File: src/rtl/lib_cpu.sv
// Shared CPU definitions: instruction width, NOP encoding and fetch FSM states.
package lib_cpu;

    localparam int INSTR_W = 32;
    localparam logic [INSTR_W-1:0] INSTR_NOP = 32'h0;

    typedef enum logic [1:0] {
        IDLE    = 2'd0,
        FETCH   = 2'd1,
        HOLD    = 2'd2,
        DISCARD = 2'd3
    } FETCH_STATE;

    // Instruction addresses are word aligned; the low two bits are dropped.
    function automatic logic [INSTR_W-1:0] align_word(input logic [INSTR_W-1:0] addr);
        return {addr[INSTR_W-1:2], 2'b00};
    endfunction

endpackage

File: src/rtl/fetch_unit_if.sv
// Instruction-memory read port between the fetch stage (master) and memory (slave).
interface fetch_unit_if;
    import lib_cpu::*;

    // imem_req/imem_ready handshake: a read completes in any cycle where both are
    // high, with imem_rdata valid in that same cycle. While imem_req is high and
    // imem_ready is low the master holds imem_addr stable.
    logic               imem_req;
    logic [INSTR_W-1:0] imem_addr;
    logic               imem_ready;
    logic [INSTR_W-1:0] imem_rdata;

    modport master (
        output imem_req,
        output imem_addr,
        input  imem_ready,
        input  imem_rdata
    );

    modport slave (
        input  imem_req,
        input  imem_addr,
        output imem_ready,
        output imem_rdata
    );

endinterface

File: src/rtl/if_id_reg.sv
// IF/ID pipeline register. Flush (insert a NOP bubble) has priority over load.
module if_id_reg
    import lib_cpu::*;
(
    input  logic               clk,
    input  logic               rst_n,
    input  logic               load,
    input  logic               flush,
    input  logic [INSTR_W-1:0] instr_in,
    input  logic [INSTR_W-1:0] pc_plus4_in,
    output logic [INSTR_W-1:0] instr,
    output logic [INSTR_W-1:0] pc_plus4,
    output logic               valid
);

    always_ff @(posedge clk or negedge rst_n) begin
        if (!rst_n) begin
            instr    <= INSTR_NOP;
            pc_plus4 <= '0;
            valid    <= 1'b0;
        end else if (flush) begin
            instr <= INSTR_NOP;
            valid <= 1'b0;
        end else if (load) begin
            instr    <= instr_in;
            pc_plus4 <= pc_plus4_in;
            valid    <= 1'b1;
        end
    end

endmodule

File: src/rtl/fetch_unit.sv
// Instruction-fetch stage: PC, imem request FSM, redirect handling and the IF/ID register.
module fetch_unit
    import lib_cpu::*;
#(
    parameter logic [INSTR_W-1:0] RESET_PC = 32'h0000_0000
) (
    input  logic               clk,
    input  logic               rst_n,
    fetch_unit_if.master       imem,
    input  logic               stall,
    input  logic               pc_src,
    input  logic [INSTR_W-1:0] branch_target,
    input  logic               jmp,
    input  logic [INSTR_W-1:0] jmp_target,
    output logic [INSTR_W-1:0] instr_id,
    output logic [INSTR_W-1:0] pc_plus4_id,
    output logic               valid_id,
    output FETCH_STATE         state
);

    FETCH_STATE         state_q, state_d;
    logic [INSTR_W-1:0] pc_q, pc_d;
    logic [INSTR_W-1:0] tgt_q, tgt_d;
    logic [INSTR_W-1:0] hold_instr_q, hold_instr_d;
    logic [INSTR_W-1:0] hold_pc4_q, hold_pc4_d;

    logic               redir;
    logic [INSTR_W-1:0] redir_tgt;
    logic [INSTR_W-1:0] pc_plus4;
    logic               req;
    logic               id_load;
    logic               id_flush;
    logic [INSTR_W-1:0] id_instr;
    logic [INSTR_W-1:0] id_pc4;

    assign redir     = jmp | pc_src;
    assign redir_tgt = align_word(jmp ? jmp_target : branch_target);
    assign pc_plus4  = pc_q + 32'd4;

    // Request is decoded from the registered state only, so an asynchronous
    // reset of state_q drops it immediately.
    assign imem.imem_req  = req;
    assign imem.imem_addr = pc_q;
    assign state          = state_q;

    always_ff @(posedge clk or negedge rst_n) begin
        if (!rst_n) begin
            state_q      <= IDLE;
            pc_q         <= RESET_PC;
            tgt_q        <= '0;
            hold_instr_q <= '0;
            hold_pc4_q   <= '0;
        end else begin
            state_q      <= state_d;
            pc_q         <= pc_d;
            tgt_q        <= tgt_d;
            hold_instr_q <= hold_instr_d;
            hold_pc4_q   <= hold_pc4_d;
        end
    end

    always_comb begin
        state_d      = state_q;
        pc_d         = pc_q;
        tgt_d        = tgt_q;
        hold_instr_d = hold_instr_q;
        hold_pc4_d   = hold_pc4_q;
        req          = 1'b0;
        id_load      = 1'b0;
        id_flush     = redir;
        id_instr     = imem.imem_rdata;
        id_pc4       = pc_plus4;

        case (state_q)
            IDLE: begin
                state_d = FETCH;
            end
            FETCH: begin
                req = 1'b1;
                if (redir) begin
                    if (imem.imem_ready) begin
                        pc_d = redir_tgt;
                    end else begin
                        // Address must stay put until the in-flight read finishes.
                        tgt_d   = redir_tgt;
                        state_d = DISCARD;
                    end
                end else if (imem.imem_ready) begin
                    pc_d = pc_plus4;
                    if (stall) begin
                        hold_instr_d = imem.imem_rdata;
                        hold_pc4_d   = pc_plus4;
                        state_d      = HOLD;
                    end else begin
                        id_load = 1'b1;
                    end
                end else if (!stall) begin
                    id_flush = 1'b1;
                end
            end
            HOLD: begin
                if (redir) begin
                    pc_d    = redir_tgt;
                    state_d = FETCH;
                end else if (!stall) begin
                    id_load  = 1'b1;
                    id_instr = hold_instr_q;
                    id_pc4   = hold_pc4_q;
                    state_d  = FETCH;
                end
            end
            DISCARD: begin
                req = 1'b1;
                if (redir) begin
                    tgt_d = redir_tgt;
                end
                if (imem.imem_ready) begin
                    // A redirect arriving in the completing cycle is the latest target.
                    pc_d    = redir ? redir_tgt : tgt_q;
                    state_d = FETCH;
                end
            end
            default: begin
                state_d = IDLE;
            end
        endcase
    end

    if_id_reg u_if_id_reg (
        .clk         (clk),
        .rst_n       (rst_n),
        .load        (id_load),
        .flush       (id_flush),
        .instr_in    (id_instr),
        .pc_plus4_in (id_pc4),
        .instr       (instr_id),
        .pc_plus4    (pc_plus4_id),
        .valid       (valid_id)
    );

endmodule

File: src/flat_wrapper.sv
// flat-port wrapper written by rule: the top's interface ports become plain ports
module fetch_unit_flat import lib_cpu::*;
#(
    parameter logic [INSTR_W-1:0] RESET_PC = 32'h0000_0000
)
  (clk, rst_n, stall, pc_src, branch_target, jmp, jmp_target, instr_id, pc_plus4_id, valid_id, state, imem_imem_req, imem_imem_addr, imem_imem_ready, imem_imem_rdata);
  fetch_unit_if imem_i ();
  input  logic clk;
  input  logic rst_n;
  input  logic stall;
  input  logic pc_src;
  input  logic [INSTR_W-1:0] branch_target;
  input  logic jmp;
  input  logic [INSTR_W-1:0] jmp_target;
  output logic [INSTR_W-1:0] instr_id;
  output logic [INSTR_W-1:0] pc_plus4_id;
  output logic valid_id;
  output FETCH_STATE state;
  output wire logic [$bits(imem_i.imem_req)-1:0] imem_imem_req;
  output wire logic [$bits(imem_i.imem_addr)-1:0] imem_imem_addr;
  input wire logic [$bits(imem_i.imem_ready)-1:0] imem_imem_ready;
  input wire logic [$bits(imem_i.imem_rdata)-1:0] imem_imem_rdata;
  assign imem_imem_req = imem_i.imem_req;
  assign imem_imem_addr = imem_i.imem_addr;
  assign imem_i.imem_ready = imem_imem_ready;
  assign imem_i.imem_rdata = imem_imem_rdata;
  fetch_unit #(.RESET_PC(RESET_PC)) u_core (.clk(clk), .rst_n(rst_n), .imem(imem_i), .stall(stall), .pc_src(pc_src), .branch_target(branch_target), .jmp(jmp), .jmp_target(jmp_target), .instr_id(instr_id), .pc_plus4_id(pc_plus4_id), .valid_id(valid_id), .state(state));
endmodule
File: config.mk
export PLATFORM = sky130hd
export DESIGN_NAME = fetch_unit_flat
export DESIGN_NICKNAME = d
export VERILOG_FILES = /design/src/rtl/lib_cpu.sv /design/src/rtl/fetch_unit_if.sv /design/src/rtl/if_id_reg.sv /design/src/rtl/fetch_unit.sv /design/src/flat_wrapper.sv
export SDC_FILE = /design/constraint.sdc
export NUM_CORES = 1
export LEC_CHECK = 0
export CORE_MARGIN = 2
export CORE_UTILIZATION = 52
export CTS_CLUSTER_SIZE = 20
export DETAILED_ROUTE_END_ITERATION = 6
export PLACE_DENSITY_LB_ADDON = 0.12
export SLEW_MARGIN = 0
export SYNTH_ARGS = -nofsm -noshare
export SYNTH_HDL_FRONTEND = slang
export SYNTH_HIERARCHICAL = 1
export SYNTH_SLANG_ARGS = --single-unit
File: constraint.sdc
create_clock -name clk -period 2.8 [get_ports clk]
set_input_delay 0.56 -clock clk [delete_from_list [all_inputs] [get_ports clk]]
set_output_delay 0.56 -clock clk [all_outputs]
set_load 0.02 [all_outputs]
==> metrics.md, run 1 <==
| Metric | Value |
|---|---|
| Placed Area | `12700 um^2` |
| Switching part of the total | `0.388` |
| Post-synthesis sequential area ratio | `0.480` |
| Total CTS buffers | `17` |
| Share of layout cells above drive strength 1 | `0.188` |
| Commonest non-fill, non-tap cells in the layout | `195 x clkdlybuf4s50_1, 195 x dfrtp_1, 143 x nor2_1` |
| Final Wtd Congestion | `0.883` |
| Nets | `1274` |
| Reg2reg start | `u_core/state[0]` |
| Slowest cell on crit path | `clkdlybuf4s50_1` |
| Clock Power Share | `0.189` |
| Crit. End Element | `output pin` |
| Post-route cell area | `13300 um^2` |
| Yosys Warn Count | `6` |
| Psw | `between 4 and 5 mW` |
| Worst-margin pin slew | `1.17 ns` |
| # clock sinks | `roughly 200` |
| Leak Pwr | `5.49 nW` |
| #FFs+latches synth | `195` |
| Post-CTS Setup Bufs | `0` |
| Hold-fix buffers at CTS | `0` |
| Ports | `202` |
| Clock transition at path regs | `0.07 ns` |
| Mapped Nets | `approximately 1100` |
| Final Max Tran Viols | `0` |
| H-tree levels | `4` |
| Avg Cell Area, Syn | `10.5 um^2` |
| Synth cell types | `61` |
| Max-slew headroom | `0.213` |
| CP Data Required Time | `2.24 ns` |
| Min-Delay Path Class | `in2async` |
| N_diodes | `0` |
| Worst hold margin | `around 0.11 ns` |
| Synthesized area | `10200 um^2` |
| CP delay by family, top | `buffers and inverters` |
| Critical path arrival | `2.12 ns` |
| Placed cells | `1413` |
| Layout area overhead | `30.5%` |
| Period utilization | `0.955` |
| Die height | `144 um` |
| P_int | `7.69 mW` |
| Min Tclk post-route | `~2.7 ns` |
| Grt ovf | `0` |
| Dominant synthesized flop cell | `dfrtp_1` |
| Most frequent CP cell | `inv_1` |
| CP Launch Point | `u_core/state[1]` |
| Power, Total | `around 13 mW` |
| PwrDens | `~950 nW/um^2` |
| Routed wire length | `27200 um` |
| Unrepaired setup endpoints after global routing | `no` |
| CP Cell Sequence | `inv_1, ha_1, buf_4, nor2_2, inv_1, clkdlybuf4s50_1` |
| Setup violators final | `0` |
| Clk buf depth | `2` |
| Initial core utilization | `0.526` |
| Top fanout value on the critical path | `8` |
| Routed vias | `8269` |
| Async S/R FF share, synth | `1.00` |
| FMAX | `around 0.37 GHz` |
| Residual DRC count | `0` |
| Fin Clk Skew | `around 0.0084 ns` |
| DR iter-0 viols | `554` |
| Pin count of the biggest net entering global routing | `67` |
| Final Hold Fails | `0` |
| Root Driver | `clkbuf_16` |
| Outcome | `finished, final reports clean` |
| Initial antenna violation count | `1` |
| # rows | `51` |
| Core ar. | `19300 um^2` |
| DRT antenna net count | `0` |
| Vias in the first global route | `8177` |
| CP bufs+invs | `4` |
| Die W | `144 um` |
| Final WS setup | `0.125 ns` |
| TritonCTS clock tree | `done` |
| Global-route wire length before repair | `about 43000 um` |
| Mapped Cells | `970` |
| Skew-Pair Late Insertion Delay | `around 0.43 ns` |
| DP HPWL | `approximately 19000 um` |
| GRT Total Usage | `0.272` |
| Vias per cell | `5.73` |
| Die Footprint | `20700 um^2` |
| Seq pwr share | `0.384` |
| Crit path kind | `reg2out` |
| DR pass1 iterations | `5` |
| IO Port Bufs | `197` |
| CP startpoint kind | `register` |
| Max Cap Viol | `0` |
| Maximum vdd drop | `0.000504 V` |
| Number of synthesized flops with an enable pin | `0` |
| Fin cells | `around 1400` |
| DR WL/cell | `18.8 um` |
| Post-Place Setup Slack | `-0.0245 ns` |
| Biggest cell delay along the critical path | `0.55 ns` |
| Combinational fraction of design power | `0.427` |
-- worst paths after layout --
path                                        endpoint  slack, ns  cells past startpoint
min in group clk             u_core/hold_instr_q[11]       0.51                      1
setup / recovery                       imem_imem_req       0.12                      6
hold reg to reg              u_core/hold_instr_q[11]       0.51                      1
max in group asynchronous            u_core/tgt_q[2]       1.90                      2
hold / removal                 u_core/hold_pc4_q[18]       0.11                      1
setup reg to reg           u_core/imem.imem_addr[19]       0.25                      6
-- through the flow --
step                utilization  setup TNS [ns]
floorplan                     -               0
global placement          0.656        -0.00729
detailed placement        0.656         -0.0245
CTS                       0.685               0
global route              0.686               0
finish                    0.686               0
-- layer usage --
layer | global-route usage | routed length (um)
met1 | 0.358 | 11200
met2 | 0.435 | 13200
met5 | 0 | 0
met3 | 0.0703 | 2080
met4 | 0.0991 | 704
-- layout make-up --
cell class / count / area (um^2)
tap: 265 / 332
multi-input combinational: 696 / 4960
fill: 1499 / 6080
clock inverter: 14 / 138
timing repair buffer: 246 / 2480
inverter: 11 / 41.3
clock buffer: 17 / 425
sequential: 195 / 4880
-- synth_stat cells (4+ instances only) --
cell type / count / area, um^2
nor2b_1: 5 / 31.3
xnor2_1: 18 / 158
o2bb2ai_1: 5 / 43.8
a211oi_1: 4 / 30.0
o31ai_1: 4 / 30.0
a221oi_1: 9 / 78.8
nor3_1: 14 / 70.1
o21ai_0: 43 / 215
nand3_1: 14 / 70.1
ha_1: 5 / 62.6
a21oi_1: 103 / 515
nand2_1: 48 / 180
nor2_1: 145 / 544
mux2_2: 84 / 946
a2bb2oi_1: 4 / 35.0
buf_1: 15 / 56.3
xor2_1: 10 / 87.6
mux2i_1: 56 / 561
o21a_1: 4 / 30.0
nand4_1: 7 / 43.8
and4_1: 4 / 35.0
clkbuf_1: 26 / 97.6
a31oi_1: 5 / 31.3
nor4_1: 4 / 25.0
dfrtp_1: 195 / 4880
and3_1: 8 / 50.1
a22oi_1: 6 / 45.0
inv_1: 11 / 41.3
a222oi_1: 5 / 50.1
o31a_1: 4 / 35.0
buf_6: 5 / 56.3
buf_2: 22 / 110
mux2_4: 30 / 450
-- power groups by stage --
| stage | Clock (mW) | Sequential (mW) | Combinational [mW] |
|---|---|---|---|
| after floorplan | 0 | 5.10 | 2.80 |
| after global placement | 0 | 4.82 | 5.21 |
| after detailed placement | 0 | 4.86 | 5.33 |
| after CTS | 2.42 | 4.81 | 5.36 |
| after global routing | 2.53 | 4.98 | 5.81 |
| final | 2.37 | 4.82 | 5.37 |
-- cells by family after synthesis --
| group | count (synthesis) | synth area share |
|---|---|---|
| simple gates | 276 | 0.132 |
| xor+xnor | 28 | 0.0241 |
| buf+inv | 79 | 0.0356 |
| flops | 195 | 0.480 |
| fa+ha+maj | 5 | 0.00616 |
| mux | 170 | 0.193 |
| compound gates | 217 | 0.130 |
-- state kept, by name, summed over array words and instances, names as in the netlist --
name,count
u_core/u_if_id_reg/pc_plus4,32
u_core/imem.imem_addr,32
u_core/u_if_id_reg/valid,1
u_core/tgt_q,32
u_core/hold_instr_q,32
u_core/hold_pc4_q,32
u_core/u_if_id_reg/instr,32
u_core/state,2
-- repair_timing --
item / in CTS / in global routing
hold endpoints to repair: 0 / 0
resized for setup: 0 / 1
setup endpoints to repair: 0 / 1
No activity file was read; power rests on OpenSTA's default activity.
==> run 2: changes to the inputs <==
--- a/config.mk
+++ b/config.mk
@@ -7,6 +7,7 @@
 export LEC_CHECK = 0
 export CORE_MARGIN = 2
 export CORE_UTILIZATION = 52
+export CTS_BUF_LIST = sky130_fd_sc_hd__clkbuf_8 sky130_fd_sc_hd__clkbuf_16
 export CTS_CLUSTER_SIZE = 20
 export DETAILED_ROUTE_END_ITERATION = 6
 export PLACE_DENSITY_LB_ADDON = 0.12
==> results of run 2 <==
No change in the layout: final DEF, timing and power equal those of run 1.
==> run 3: changes to the inputs <==
--- a/config.mk
+++ b/config.mk
@@ -5,12 +5,14 @@
 export SDC_FILE = /design/constraint.sdc
 export NUM_CORES = 1
 export LEC_CHECK = 0
+export ABC_AREA = 1
 export CORE_MARGIN = 2
-export CORE_UTILIZATION = 52
+export CORE_UTILIZATION = 35
 export CTS_BUF_LIST = sky130_fd_sc_hd__clkbuf_8 sky130_fd_sc_hd__clkbuf_16
 export CTS_CLUSTER_SIZE = 20
 export DETAILED_ROUTE_END_ITERATION = 6
 export PLACE_DENSITY_LB_ADDON = 0.12
+export SKIP_LAST_GASP = 1
 export SLEW_MARGIN = 0
 export SYNTH_ARGS = -nofsm -noshare
 export SYNTH_HDL_FRONTEND = slang
==> run 3 against run 2 <==
Sequential share of layout area decreased by 2.5 points. Non-clock buffer count decreased by 18. Global-route usage down 6.7 points. Largest power group unchanged. Highest routed layer unchanged.
==> metrics.md, run 3 <==
| Metric | Value |
|---|---|
| R2R cell count | `9 (+3)` |
| FMAX | `0.396 GHz (+6.0%)` |
| Synthesized area | `11200 um^2 (+10%)` |
| Hold-fix buffers at CTS | `0 (unchanged)` |
| Share of layout cells above drive strength 1 | `0.0733 (-0.115)` |
| IO Port Bufs | `197 (unchanged)` |
| Routed wire length | `33800 um (+24%)` |
| Synth area leaders | `dfrtp_1 44%, nand2_1 22%, o21ai_0 7.0%` |
| Yosys Warn Count | `6 (unchanged)` |
| Min Tclk post-route | `2.52 ns (-0.151 ns)` |
| Max-slew headroom | `0.505 (+0.291)` |
| Final WS setup | `0.276 ns (+0.151 ns)` |
| Pin count of the biggest net entering global routing | `105 (+57%)` |
| Final Max Tran Viols | `0 (unchanged)` |
| Min-Delay Path Class | `in2async` |
| GRT Total Usage | `0.205 (-0.0665)` |
| Fin Clk Skew | `0.0103 ns (+0.00195 ns)` |
| Number of synthesized flops with an enable pin | `0 (unchanged)` |
| Commonest non-fill, non-tap cells in the layout | `652 x nand2_1, 195 x clkdlybuf4s50_1, 195 x dfrtp_1` |
| Grt ovf | `0 (unchanged)` |
| Post_cts resized | `0 (unchanged)` |
| Skew-Pair Late Insertion Delay | `0.44 ns (about the same)` |
| Crit. End Element | `output pin` |
| Initial antenna violation count | `0 (-1)` |
| Fillers | `3251 (+120%)` |
| Setup TNS after final layout | `0 ns (unchanged)` |
| Top fanout value on the critical path | `6 (-2)` |
| CP delay by family, top | `buffers and inverters` |
| Final Wtd Congestion | `0.852 (-3.5%)` |
| Setup violators final | `0 (unchanged)` |
| DR iter-0 viols | `776 (+40%)` |
| Global-route wire length before repair | `54200 um (+25%)` |
| Post-Place Setup Slack | `0.296 ns (+0.321 ns)` |
| Worst-margin pin slew | `0.742 ns (-0.432 ns)` |
| N_diodes | `0 (unchanged)` |
| Worst path depth | `5 (-1)` |
| Final Hold Fails | `0 (unchanged)` |
| DR WL/cell | `15.9 um (-15%)` |
| Async S/R FF share, synth | `1.00 (unchanged)` |
| CP Data Required Time | `2.24 ns (about the same)` |
| Total CTS buffers | `17 (unchanged)` |
| Ports | `202 (unchanged)` |
| Vias per cell | `4.94 (-14%)` |
| Dominant synthesized flop cell | `dfrtp_1` |
| Most frequent CP cell | `inv_1` |
| #FFs+latches synth | `195 (unchanged)` |
| Post-synth top cells | `652 x nand2_1, 195 x dfrtp_1, 157 x o21ai_0` |
| Core ar. | `31600 um^2 (+63%)` |
| CP Cell Sequence | `inv_1, ha_1, nor2_1, inv_1, clkdlybuf4s50_1` |
| Avg Cell Area, Syn | `7.23 um^2 (-31%)` |
| PwrDens | `914 nW/um^2 (-3.5%)` |
| Top-area cell type share of the netlist area | `0.435 (-0.0448)` |
| DR pass1 iterations | `5 (unchanged)` |
| Crit path kind | `reg2out` |
| TritonCTS clock tree | `done` |
| Clk buf depth | `2 (unchanged)` |
| Residual DRC count | `0 (unchanged)` |
| Period utilization | `0.902 (-0.0538)` |
| Die Footprint | `33500 um^2 (+62%)` |
| Clock transition at path regs | `0.08 ns (about the same)` |
| Max Cap Viol | `0 (unchanged)` |
| # clock sinks | `195 (unchanged)` |
| Nets | `1814 (+42%)` |
| Die W | `183 um (+27%)` |
| Initial core utilization | `0.355 (-0.170)` |
| Layout area overhead | `27.0%` |
| Biggest cell delay along the critical path | `0.62 ns (+0.07 ns)` |
| Post-synthesis sequential area ratio | `0.435 (-0.0448)` |
| Outcome | `finished, final reports clean` |
| Die height | `183 um (+27%)` |
| Critical path arrival | `1.96 ns (-0.16 ns)` |
| Cell taking the most area after synthesis | `dfrtp_1` |
| Unrepaired setup endpoints after global routing | `no` |
| Root Driver | `clkbuf_16` |
| Count leader, synth | `nand2_1` |
| Mapped Cells | `1549 (+60%)` |
| # rows | `65 (+27%)` |
| Maximum vdd drop | `0.000521 V (+3.3%)` |
| Post-CTS Setup Bufs | `0 (unchanged)` |
| DP HPWL | `23500 um (+23%)` |
| Slowest cell on crit path | `clkdlybuf4s50_1` |
| Commonest non-fill, non-tap cell in the layout | `nand2_1` |
| CP bufs+invs | `3 (-1)` |
| Leak Pwr | `7.00 nW (+27%)` |
| Mapped Nets | `1656 (+54%)` |
| Vias in the first global route | `9835 (+20%)` |
| Synth cell types | `41 (-33%)` |
| H-tree levels | `4 (unchanged)` |
| Routed vias | `10487 (+27%)` |
| DRT antenna net count | `0 (unchanged)` |
| CP startpoint kind | `register` |
-- run 3: worst paths after layout --
| check | endpoint | startpoint | slack, ns |
|---|---|---|---|
| hold / removal | u_core/u_if_id_reg/instr[26] | rst_n | 0.13 |
| setup / recovery | imem_imem_req | u_core/state[1] | 0.28 |
| setup reg to reg | u_core/u_if_id_reg/pc_plus4[29] | u_core/state[0] | 0.42 |
| min in group clk | u_core/tgt_q[0] | u_core/tgt_q[0] | 0.47 |
| hold reg to reg | u_core/tgt_q[0] | u_core/tgt_q[0] | 0.47 |
| max in group asynchronous | u_core/imem.imem_addr[23] | rst_n | 1.98 |
-- run 3: logic make-up after synthesis --
logic type                 Yosys count  synth area share
adders and majority gates            5           0.00558
xor gates and xnor gates            14            0.0156
AOI/OAI and AO/OA                  260             0.133
and+or+nand+nor                    861             0.324
DFF                                195             0.435
muxes                               13            0.0116
buffers and inverters              201            0.0741
-- run 3: layer usage --
layer,track usage,up-vias,routed length [um]
met5,0,-,0
met4,0.0586,0,661
met3,0.0304,40,1710
met2,0.318,322,14900
met1,0.298,4853,16600
li1,-,5272,-
-- run 3: cell type report --
type | count | area (um^2) | share of cell area
Sequential cell | 195 | 4880 | 0.343
Multi-Input combinational cell | 1153 | 5520 | 0.388
Clock inverter | 14 | 180 | 0.0127
Clock buffer | 17 | 425 | 0.0299
Tap cell | 402 | 503 | 0.0353
Timing Repair Buffer | 228 | 2300 | 0.162
Inverter | 112 | 420 | 0.0295
-- run 3: metrics by stage --
stage / cell area [um^2] / util / power [mW] / hold slack, ns / std cells
floorplan: 11200 / - / 8.18 / 0.264 / 1549
global placement: 13600 / 0.432 / 10.3 / 0.451 / 2090
detailed placement: 13600 / 0.432 / 10.4 / 0.455 / 2090
CTS: 14200 / 0.451 / 13.1 / 0.145 / 2121
global route: 14200 / 0.451 / 14.0 / 0.168 / 2121
finish: 14200 / 0.451 / 13.0 / 0.130 / 2121
-- run 3: power breakdown --
group          leakage, nW  switching (mW)  internal, mW
clock network        0.294            1.18          1.42
logic                 4.22            3.55          2.23
registers             2.48           0.805          3.82
